==> src/rtl/poly_modq_to_s3_if.sv <==
// rtl/poly_modq_to_s3_if.sv - coefficient-in / trit-out stream bundle for poly_modq_to_s3
//
// Signals:
//   in_valid  in_coef is valid                 (master -> slave)
//   in_ready  slave accepts in_coef this cycle (slave -> master)
//   in_coef   Q_BITS-bit unsigned coefficient  (master -> slave)
//   out_valid out_trit is valid                (slave -> master)
//   out_ready master accepts out_trit          (master -> slave)
//   out_trit  2'b00=0, 2'b01=+1, 2'b10=-1      (slave -> master)
//   out_last  last trit of a polynomial        (slave -> master)
// Modports: master = coefficient source / trit sink; slave = the converter.
interface poly_modq_to_s3_if #(
  parameter int Q_BITS = 13
);
  logic              in_valid;
  logic              in_ready;
  logic [Q_BITS-1:0] in_coef;
  logic              out_valid;
  logic              out_ready;
  logic [1:0]        out_trit;
  logic              out_last;

  modport master (
    output in_valid, in_coef, out_ready,
    input  in_ready, out_valid, out_trit, out_last
  );

  modport slave (
    input  in_valid, in_coef, out_ready,
    output in_ready, out_valid, out_trit, out_last
  );
endinterface

==> src/rtl/poly_modq_to_s3.sv <==
// rtl/poly_modq_to_s3.sv - centers mod-q coefficients into [-q/2, q/2) and reduces them mod 3
//
// Ports:
//   clk   rising-edge clock
//   rst   synchronous, active-low reset
//   bus   poly_modq_to_s3_if.slave: in_valid/in_ready/in_coef stream in,
//         out_valid/out_ready/out_trit/out_last stream out
//   busy  at least one coefficient is held inside the block
// Parameters: N coefficients per polynomial, Q_BITS coefficient width,
//   CNT_W index counter width (2**CNT_W >= N).
// Build option: PHI_REDUCE_EN selects store-and-forward reduction mod (3, Phi_N),
//   emitting (t[i] - t[N-1]) mod 3; without it the block is a 2-stage stream.
module poly_modq_to_s3 #(
  parameter int N      = 701,
  parameter int Q_BITS = 13,
  parameter int CNT_W  = 10
) (
  input  logic                   clk,
  input  logic                   rst,
  poly_modq_to_s3_if.slave       bus,
  output logic                   busy
);

  localparam logic [CNT_W-1:0] LAST_IDX = CNT_W'(N - 1);

  // x mod 3 without a divider: 2^even = 1 and 2^odd = 2 (mod 3), so weighting the
  // bits gives a small partial residue; base-4 digit sums then fold it down.
  function automatic logic [1:0] mod3(input logic [Q_BITS-1:0] x);
    logic [7:0] s;
    logic [3:0] s2;
    logic [2:0] s3;
    s = '0;
    for (int i = 0; i < Q_BITS; i++) begin
      if (x[i]) s = s + (((i % 2) == 0) ? 8'd1 : 8'd2);
    end
    s2 = {2'b00, s[1:0]} + {2'b00, s[3:2]} + {2'b00, s[5:4]} + {2'b00, s[7:6]};
    s3 = {1'b0, s2[1:0]} + {1'b0, s2[3:2]};
    if (s3 >= 3'd6)      s3 = s3 - 3'd6;
    else if (s3 >= 3'd3) s3 = s3 - 3'd3;
    return s3[1:0];
  endfunction

  // Centering subtracts q, and q = 2 (mod 3), so the residue gains +1.
  function automatic logic [1:0] center_adj(input logic [1:0] r, input logic hi);
    if (!hi) return r;
    return (r == 2'd2) ? 2'd0 : r + 2'd1;
  endfunction

`ifdef PHI_REDUCE_EN

  function automatic logic [1:0] sub3(input logic [1:0] a, input logic [1:0] b);
    logic [2:0] d;
    d = {1'b0, a} + 3'd3 - {1'b0, b};
    if (d >= 3'd3) d = d - 3'd3;
    return d[1:0];
  endfunction

  typedef enum logic {LOAD, DRAIN} state_t;

  state_t           state;
  logic [1:0]       trit_mem [N];
  logic [CNT_W-1:0] load_cnt;
  logic [CNT_W-1:0] rd_cnt;
  logic [1:0]       t_last;
  logic             in_ready_r;
  logic             out_valid_r;
  logic [1:0]       out_trit_r;
  logic             out_last_r;
  logic [1:0]       t_in;
  logic             in_fire;

  assign t_in    = center_adj(mod3(bus.in_coef), bus.in_coef[Q_BITS-1]);
  assign in_fire = bus.in_valid & in_ready_r;

  // Trit buffer carries no reset: every slot is rewritten before it is read.
  always_ff @(posedge clk) begin
    if (in_fire) trit_mem[load_cnt] <= t_in;
  end

  always_ff @(posedge clk) begin
    if (!rst) begin
      state       <= LOAD;
      load_cnt    <= '0;
      rd_cnt      <= '0;
      t_last      <= 2'd0;
      in_ready_r  <= 1'b1;
      out_valid_r <= 1'b0;
      out_trit_r  <= 2'd0;
      out_last_r  <= 1'b0;
    end else begin
      case (state)
        LOAD: begin
          if (in_fire) begin
            if (load_cnt == LAST_IDX) begin
              state      <= DRAIN;
              in_ready_r <= 1'b0;
              load_cnt   <= '0;
              t_last     <= t_in;
            end else begin
              load_cnt <= load_cnt + 1'b1;
            end
          end
        end
        DRAIN: begin
          // Output register is (re)loaded on entry and after each non-final transfer.
          if (!out_valid_r || (bus.out_ready && !out_last_r)) begin
            out_valid_r <= 1'b1;
            out_trit_r  <= sub3(trit_mem[rd_cnt], t_last);
            out_last_r  <= (rd_cnt == LAST_IDX);
            rd_cnt      <= rd_cnt + 1'b1;
          end else if (bus.out_ready) begin
            state       <= LOAD;
            in_ready_r  <= 1'b1;
            out_valid_r <= 1'b0;
            out_last_r  <= 1'b0;
            rd_cnt      <= '0;
          end
        end
        default: state <= LOAD;
      endcase
    end
  end

  assign bus.in_ready  = in_ready_r;
  assign bus.out_valid = out_valid_r;
  assign bus.out_trit  = out_trit_r;
  assign bus.out_last  = out_last_r;
  assign busy          = (state != LOAD) | (load_cnt != '0);

`else

  logic             s1_valid;
  logic [1:0]       s1_r;
  logic             s1_hi;
  logic             s2_valid;
  logic [1:0]       s2_t;
  logic [CNT_W-1:0] out_cnt;
  logic             s1_adv;
  logic             in_fire;
  logic             out_fire;

  assign s1_adv   = s1_valid & (~s2_valid | bus.out_ready);
  assign in_fire  = bus.in_valid & bus.in_ready;
  assign out_fire = s2_valid & bus.out_ready;

  always_ff @(posedge clk) begin
    if (!rst) begin
      s1_valid <= 1'b0;
      s1_r     <= 2'd0;
      s1_hi    <= 1'b0;
      s2_valid <= 1'b0;
      s2_t     <= 2'd0;
      out_cnt  <= '0;
    end else begin
      if (in_fire) begin
        s1_valid <= 1'b1;
        s1_r     <= mod3(bus.in_coef);
        s1_hi    <= bus.in_coef[Q_BITS-1];
      end else if (s1_adv) begin
        s1_valid <= 1'b0;
      end

      if (s1_adv) begin
        s2_valid <= 1'b1;
        s2_t     <= center_adj(s1_r, s1_hi);
      end else if (out_fire) begin
        s2_valid <= 1'b0;
      end

      if (out_fire) out_cnt <= (out_cnt == LAST_IDX) ? '0 : out_cnt + 1'b1;
    end
  end

  assign bus.in_ready  = ~s1_valid | s1_adv;
  assign bus.out_valid = s2_valid;
  assign bus.out_trit  = s2_t;
  assign bus.out_last  = s2_valid & (out_cnt == LAST_IDX);
  assign busy          = s1_valid | s2_valid;

`endif

endmodule

==> src/flat_wrapper.sv <==
// flat-port wrapper written by rule: the top's interface ports become plain ports
module poly_modq_to_s3_flat 
#(
  parameter int N      = 701,
  parameter int Q_BITS = 13,
  parameter int CNT_W  = 10
)
  (clk, rst, busy, bus_in_valid, bus_in_coef, bus_out_ready, bus_in_ready, bus_out_valid, bus_out_trit, bus_out_last);
  poly_modq_to_s3_if #(.Q_BITS(Q_BITS)) bus_i ();
  input  logic clk;
  input  logic rst;
  output logic busy;
  input wire logic [$bits(bus_i.in_valid)-1:0] bus_in_valid;
  input wire logic [$bits(bus_i.in_coef)-1:0] bus_in_coef;
  input wire logic [$bits(bus_i.out_ready)-1:0] bus_out_ready;
  output wire logic [$bits(bus_i.in_ready)-1:0] bus_in_ready;
  output wire logic [$bits(bus_i.out_valid)-1:0] bus_out_valid;
  output wire logic [$bits(bus_i.out_trit)-1:0] bus_out_trit;
  output wire logic [$bits(bus_i.out_last)-1:0] bus_out_last;
  assign bus_i.in_valid = bus_in_valid;
  assign bus_i.in_coef = bus_in_coef;
  assign bus_i.out_ready = bus_out_ready;
  assign bus_in_ready = bus_i.in_ready;
  assign bus_out_valid = bus_i.out_valid;
  assign bus_out_trit = bus_i.out_trit;
  assign bus_out_last = bus_i.out_last;
  poly_modq_to_s3 #(.N(N), .Q_BITS(Q_BITS), .CNT_W(CNT_W)) u_core (.clk(clk), .rst(rst), .bus(bus_i), .busy(busy));
endmodule
==> config.mk <==
export PLATFORM = sky130hd
export DESIGN_NAME = poly_modq_to_s3_flat
export DESIGN_NICKNAME = d
export VERILOG_FILES = /design/src/rtl/poly_modq_to_s3_if.sv /design/src/rtl/poly_modq_to_s3.sv /design/src/flat_wrapper.sv
export SDC_FILE = /design/constraint.sdc
export NUM_CORES = 1
export LEC_CHECK = 0
export ABC_AREA = 1
export ABC_CLOCK_PERIOD_IN_PS = 27300
export CAP_MARGIN = 20
export CORE_MARGIN = 3
export CORE_UTILIZATION = 60
export CTS_CLUSTER_DIAMETER = 120
export DETAILED_ROUTE_END_ITERATION = 6
export GPL_TIMING_DRIVEN = 0
export PLACE_DENSITY = 0.88
export SLEW_MARGIN = 20
export SYNTH_ARGS = -nofsm -noshare
export SYNTH_HDL_FRONTEND = slang
export SYNTH_SLANG_ARGS = --single-unit
==> constraint.sdc <==
create_clock -name clk -period 27.3 [get_ports clk]
set_input_delay 8.19 -clock clk [delete_from_list [all_inputs] [get_ports clk]]
set_output_delay 8.19 -clock clk [all_outputs]
set_load 0.1 [all_outputs]
==> results of run 1 <==
==> registers in the layout (all words and copies together) (netlist names) <==
register / count
u_core.bus.out_trit: 2
u_core.bus.out_valid: 1
u_core.out_cnt: 10
u_core.s1_hi: 1
u_core.s1_r: 2
u_core.s1_valid: 1
==> power by group <==
group | total, W | switching, W | leakage, nW | internal [W]
clock network | 0.0000183 | 0.00000793 | 0.0228 | 0.0000103
logic | 0.000120 | 0.0000745 | 1.36 | 0.0000454
registers | 0.0000278 | 0.00000103 | 0.139 | 0.0000268
total | 0.000166 | 0.0000834 | 1.52 | 0.0000825
==> cells in the mapped netlist (2+ instances only) <==
cell type    n
nand3_2      8
o21ai_0     11
nand2_2     19
nor2_2       3
nand2_1    132
or2_1        2
a21oi_1     14
nand4_1      5
nor2_4       2
nor3b_1      3
nor3_1       3
a211oi_1     2
xor2_1       5
inv_2        5
inv_1       81
dfxtp_1     17
ha_1        18
nor2_1      33
fa_1         5
nand3_1     43
o21ai_1      4
or2_2        3
o22ai_1      2
nand3b_1     5
==> cell type report <==
type | instances | area share
Tap cell | 48 | 0.0214
Clock buffer | 4 | 0.0160
Multi-Input combinational cell | 330 | 0.647
Inverter | 87 | 0.116
Sequential cell | 17 | 0.121
Timing Repair Buffer | 22 | 0.0784
==> logic make-up after synthesis <==
logic type	synth area share
DFF	0.137
adders and majority gates	0.131
xor gates and xnor gates	0.0211
and+or+nand+nor	0.497
buffers and inverters	0.131
AOI/OAI and AO/OA	0.0821
==> worst max-delay path by stage <==
stage	startpoint	endpoint	slack, ns	cells after the start
3_3_place_gp	bus_out_ready	bus_in_ready	9.10	4
3_5_place_dp	bus_out_ready	bus_in_ready	9.11	4
2_1_floorplan	bus_out_ready	bus_in_ready	10.11	2
6_report	bus_out_ready	bus_in_ready	9.10	4
4_1_cts	bus_out_ready	bus_in_ready	9.10	4
5_1_grt	bus_out_ready	bus_in_ready	9.04	4
==> stage by stage <==
| step | utilization | instance area, um^2 | setup slack (ns) |
|---|---|---|---|
| after floorplan | - | 2480 | 10.11 |
| after global routing | 0.734 | 2810 | 9.04 |
| after CTS | 0.734 | 2810 | 9.10 |
| after global placement | 0.723 | 2770 | 9.10 |
| final | 0.734 | 2810 | 9.10 |
| after detailed placement | 0.723 | 2770 | 9.11 |
==> routing by layer <==
metal	up-vias	GRT usage	share of wire
met4	0	0.0872	0.018
met2	52	0.376	0.47
li1	1422	-	-
met3	9	0.0129	0.037
met1	1143	0.256	0.47
met5	-	0	0
==> worst max-delay path, stage by stage <==
cell,delay (ns)
clkdlybuf4s50_1,0.50
inv_1,0.06
nand3_1,0.11
clkdlybuf4s50_1,1.15
==> run metrics, run 1 <==
Die Ht 70.4 um; CTS Root Cell clkbuf_8; DP Cell Count 504; Setup Skew 0.00189 ns; Worst IR Drop VDD 43.6 uV; dpl hpwl 4190 um; CTS tree built; fmax 54.9 MHz; Clock Pin Slew Worst Setup and Hold Paths 0.06 ns; synth warn 0; WP data required 19.11 ns; reg2reg path depth 9; Worst Hold Endpoint u_core.bus.out_trit[1]; part of the Yosys area used for sequential elements 0.137; outcome completed; footprint of the multi-input gates 0.00182 mm^2; DRT iter0 DRCs 151; syn avg cell area 5.73 um^2; first-pass GRT wire length 9030 um; Final Power 0.000166 W; final hold slack 0.482 ns; Initial Util 0.649; DRC viols 0; fin cells 508; post-route minimum period 18.20 ns; Synth top area share 0.199; Crit Path Category input pin to output pin; Rel. slew slack 0.355; commonest cells after routing, fill and taps aside nand2_1 (132), inv_1 (81), nand3_1 (43); GRT Resource Usage Total 0.210; fill count 338; Hold Crit Class flop to flop; Resized Gates After CTS 0; Routed Antenna Nets 0; hold_sp u_core.s1_r[0]; setup TNS 0 ns; layout cells sized above 1 0.0978; Primary FF master, synth dfxtp_1; chip width 70.4 um; Distinct cells, synth 33; pin count of the biggest net entering global routing 10; Max Slew Vio Count 0; Seq cells post-synth 17; I/O pins 23; hold buffers post-CTS 0; RR Endpoint u_core.out_cnt[9]; RePlAce Congestion 0.806; Synth area leader nand2_1; Worst R2R Setup Slack 25.51 ns; initial antenna violation count 0; maximum fanout along the worst path 3; Max-cap violations 0; IO Port Bufs 22; Post-Syn Instances 434; DR WL/cell 9.78 um; Critical Path AT 10.01 ns; Post-CTS Setup Repair Bufs 0; via count 2626; Synth area leaders nand2_1 (20%), dfxtp_1 (14%), inv_1 (12%); mean number of vias per cell 5.17; total wire length 4970 um; Post-synth EDFFs 0; Worst-Skew Late Latency 0.25 ns; endpoints failing hold 0; PD cells 59.0 mW/mm^2; commonest non-fill, non-tap cell in the layout nand2_1; clk sinks 17; Antenna diodes 0; Lkg Pwr 1.52 nW; num rows 22; CTS max path bufs 2; RR Startpoint u_core.out_cnt[0]; core area 0.00383 mm^2; full die area 0.00495 mm^2; first-pass detailed-route iteration total 4; crit end category output pin; fin nets 501; synthesized area 0.00248 mm^2; Critical Path Start Type input pin; Worst Hold Path Cells 2; register area 340 um^2; Synth async-reset ratio 0; fin crit share 0.667; number of CTS-inserted buffers 3; Slew @ Worst Pin 0.965 ns; RSZ-0062 raised after global routing false; vias in the first global route 2430; area grow syn2layout 13.1%; final setup vio count 0; grt total ovfl 0; H-tree levels 1; Mapped Nets 474
No activity file was read; power rests on OpenSTA's default activity.
==> inputs of run 2 (changes only) <==
Settings changed: ABC_CLOCK_PERIOD_IN_PS 27300 to 18200, CORE_UTILIZATION 60 to 59, PLACE_DENSITY 0.88 to 0.87.
Clock period 27.3 ns to 18.2 ns, I/O delays scaled along.
==> run metrics, run 2 (synthesis gave the netlist of run 1 again) <==
fmax 74.5 MHz; DR WL/cell 9.67 um; hold buffers post-CTS 0; Slowest cell on crit path fa_1; pre-CTS setup slack 4.50 ns; Hold Crit Class flop to flop; H-tree levels 1; Routed Antenna Nets 0; Lkg Pwr 1.52 nW; sequential share of power 0.167; Rel. slew slack 0.358; core area 0.00385 mm^2; IO Port Bufs 22; sw frac 0.506; Psw 0.000127 W; Slew @ Worst Pin 0.961 ns; Worst IR Drop VDD 60.5 uV; crit end category flop; Clock Pin Slew Worst Setup and Hold Paths 0.06 ns; Antenna diodes 0; CTS max path bufs 2; area grow syn2layout 13.1%; Max-cap violations 0; I/O pins 23; Crit Path Category input pin to flop; Worst-Skew Late Latency 0.25 ns; chip width 70.9 um; Worst Hold Endpoint u_core.bus.out_trit[0]; Critical Path Start Type input pin; vias in the first global route 2428; hold_sp u_core.bus.out_trit[0]; full die area 0.00503 mm^2; most flop-heavy register u_core.out_cnt; Die Ht 70.9 um; dpl hpwl 4160 um; RR Startpoint u_core.out_cnt[0]; combinational share of power 0.723; RSZ-0062 raised after global routing false; first-pass GRT wire length 9180 um; total wire length 4910 um; RR Endpoint u_core.out_cnt[9]; Critical Path AT 13.57 ns; layout cells sized above 1 0.0978; CP delay by family, top adder cells; reg2reg path depth 9; WP data required 18.34 ns; clk sinks 17; mean number of vias per cell 5.05; first-pass detailed-route iteration total 5; DRC viols 0; DRT iter0 DRCs 106; endpoints failing hold 0; Worst Hold Path Cells 2; worst path bufs/invs 10; grt total ovfl 0; initial antenna violation count 0; outcome completed; CTS Root Cell clkbuf_8; Resized Gates After CTS 0; number of CTS-inserted buffers 3; Largest register FFs 10; post-route minimum period 13.43 ns; Worst R2R Setup Slack 16.40 ns; num rows 22; Setup Skew 0.00396 ns; pin count of the biggest net entering global routing 10; fin nets 501; Int Pwr 0.000124 W; CTS tree built; PD cells 89.3 mW/mm^2; via count 2566; Setup WS post-layout 4.77 ns; setup TNS 0 ns; clock power share 0.110; RePlAce Congestion 0.806; maximum fanout along the worst path 5; commonest non-fill, non-tap cell in the layout nand2_1; Initial Util 0.645; fin crit share 0.738; commonest cells after routing, fill and taps aside nand2_1 (132), inv_1 (81), nand3_1 (43); Max Slew Vio Count 0; most used cell, CP nand2_1; Max stage delay on crit path 0.56 ns; GRT Resource Usage Total 0.211; Post-CTS Setup Repair Bufs 0; final setup vio count 0
==> run 2: cell counts in the layout (fill, tap and decap cells not counted) <==
No cell type changed its count.
==> run 2: worst max-delay path by stage <==
| stage | endpoint | startpoint | slack [ns] | depth (start not counted) |
|---|---|---|---|---|
| finish | u_core.s1_r[0] | bus_in_coef[0] | 4.77 | 47 |
| global route | u_core.s1_r[1] | bus_in_coef[1] | 4.06 | 51 |
| CTS | u_core.s1_r[0] | bus_in_coef[0] | 4.79 | 47 |
| detailed placement | u_core.s1_r[0] | bus_in_coef[1] | 4.50 | 48 |
| global placement | u_core.s1_r[0] | bus_in_coef[0] | 4.76 | 48 |
| floorplan | u_core.s1_r[0] | bus_in_coef[0] | 5.58 | 46 |
==> run 2: power by group through the flow <==
stage	clock network, W	logic [W]	registers [W]
after global routing	0.0000297	0.000213	0.0000422
after CTS	0.0000282	0.000180	0.0000419
after detailed placement	0	0.000179	0.0000425
after global placement	0	0.000168	0.0000425
final	0.0000277	0.000181	0.0000419
after floorplan	0	0.000140	0.0000462
==> run 2: metrics by stage <==
stage	std cells	utilization	cell area, um^2	hold WS, ns	total power, W
global placement	504	0.718	2770	0.453	0.000211
detailed placement	504	0.718	2770	0.458	0.000222
global route	508	0.729	2810	0.501	0.000285
floorplan	434	-	2480	0.454	0.000186
finish	508	0.729	2810	0.469	0.000251
CTS	508	0.729	2810	0.468	0.000250
==> run 2: layout make-up <==
class,count,area [um^2]
Sequential cell,17,340
Fill cell,338,1040
Inverter,87,327
Multi-Input combinational cell,330,1820
Clock buffer,4,45.0
Tap cell,48,60.1
Timing Repair Buffer,22,220
==> run 2: worst min-delay path: stages, from the launching register on <==
cell and delay [ns]:
dfxtp_1 0.31, nand2_1 0.06, a21oi_1 0.06
==> run 2: metal layers <==
layer,track usage,wire (um),vias to the layer above
li1,-,-,1420
met1,0.264,2290,1096
met2,0.380,2370,43
met3,0.0170,179,7
met4,0.0710,71,0
met5,0,0,-
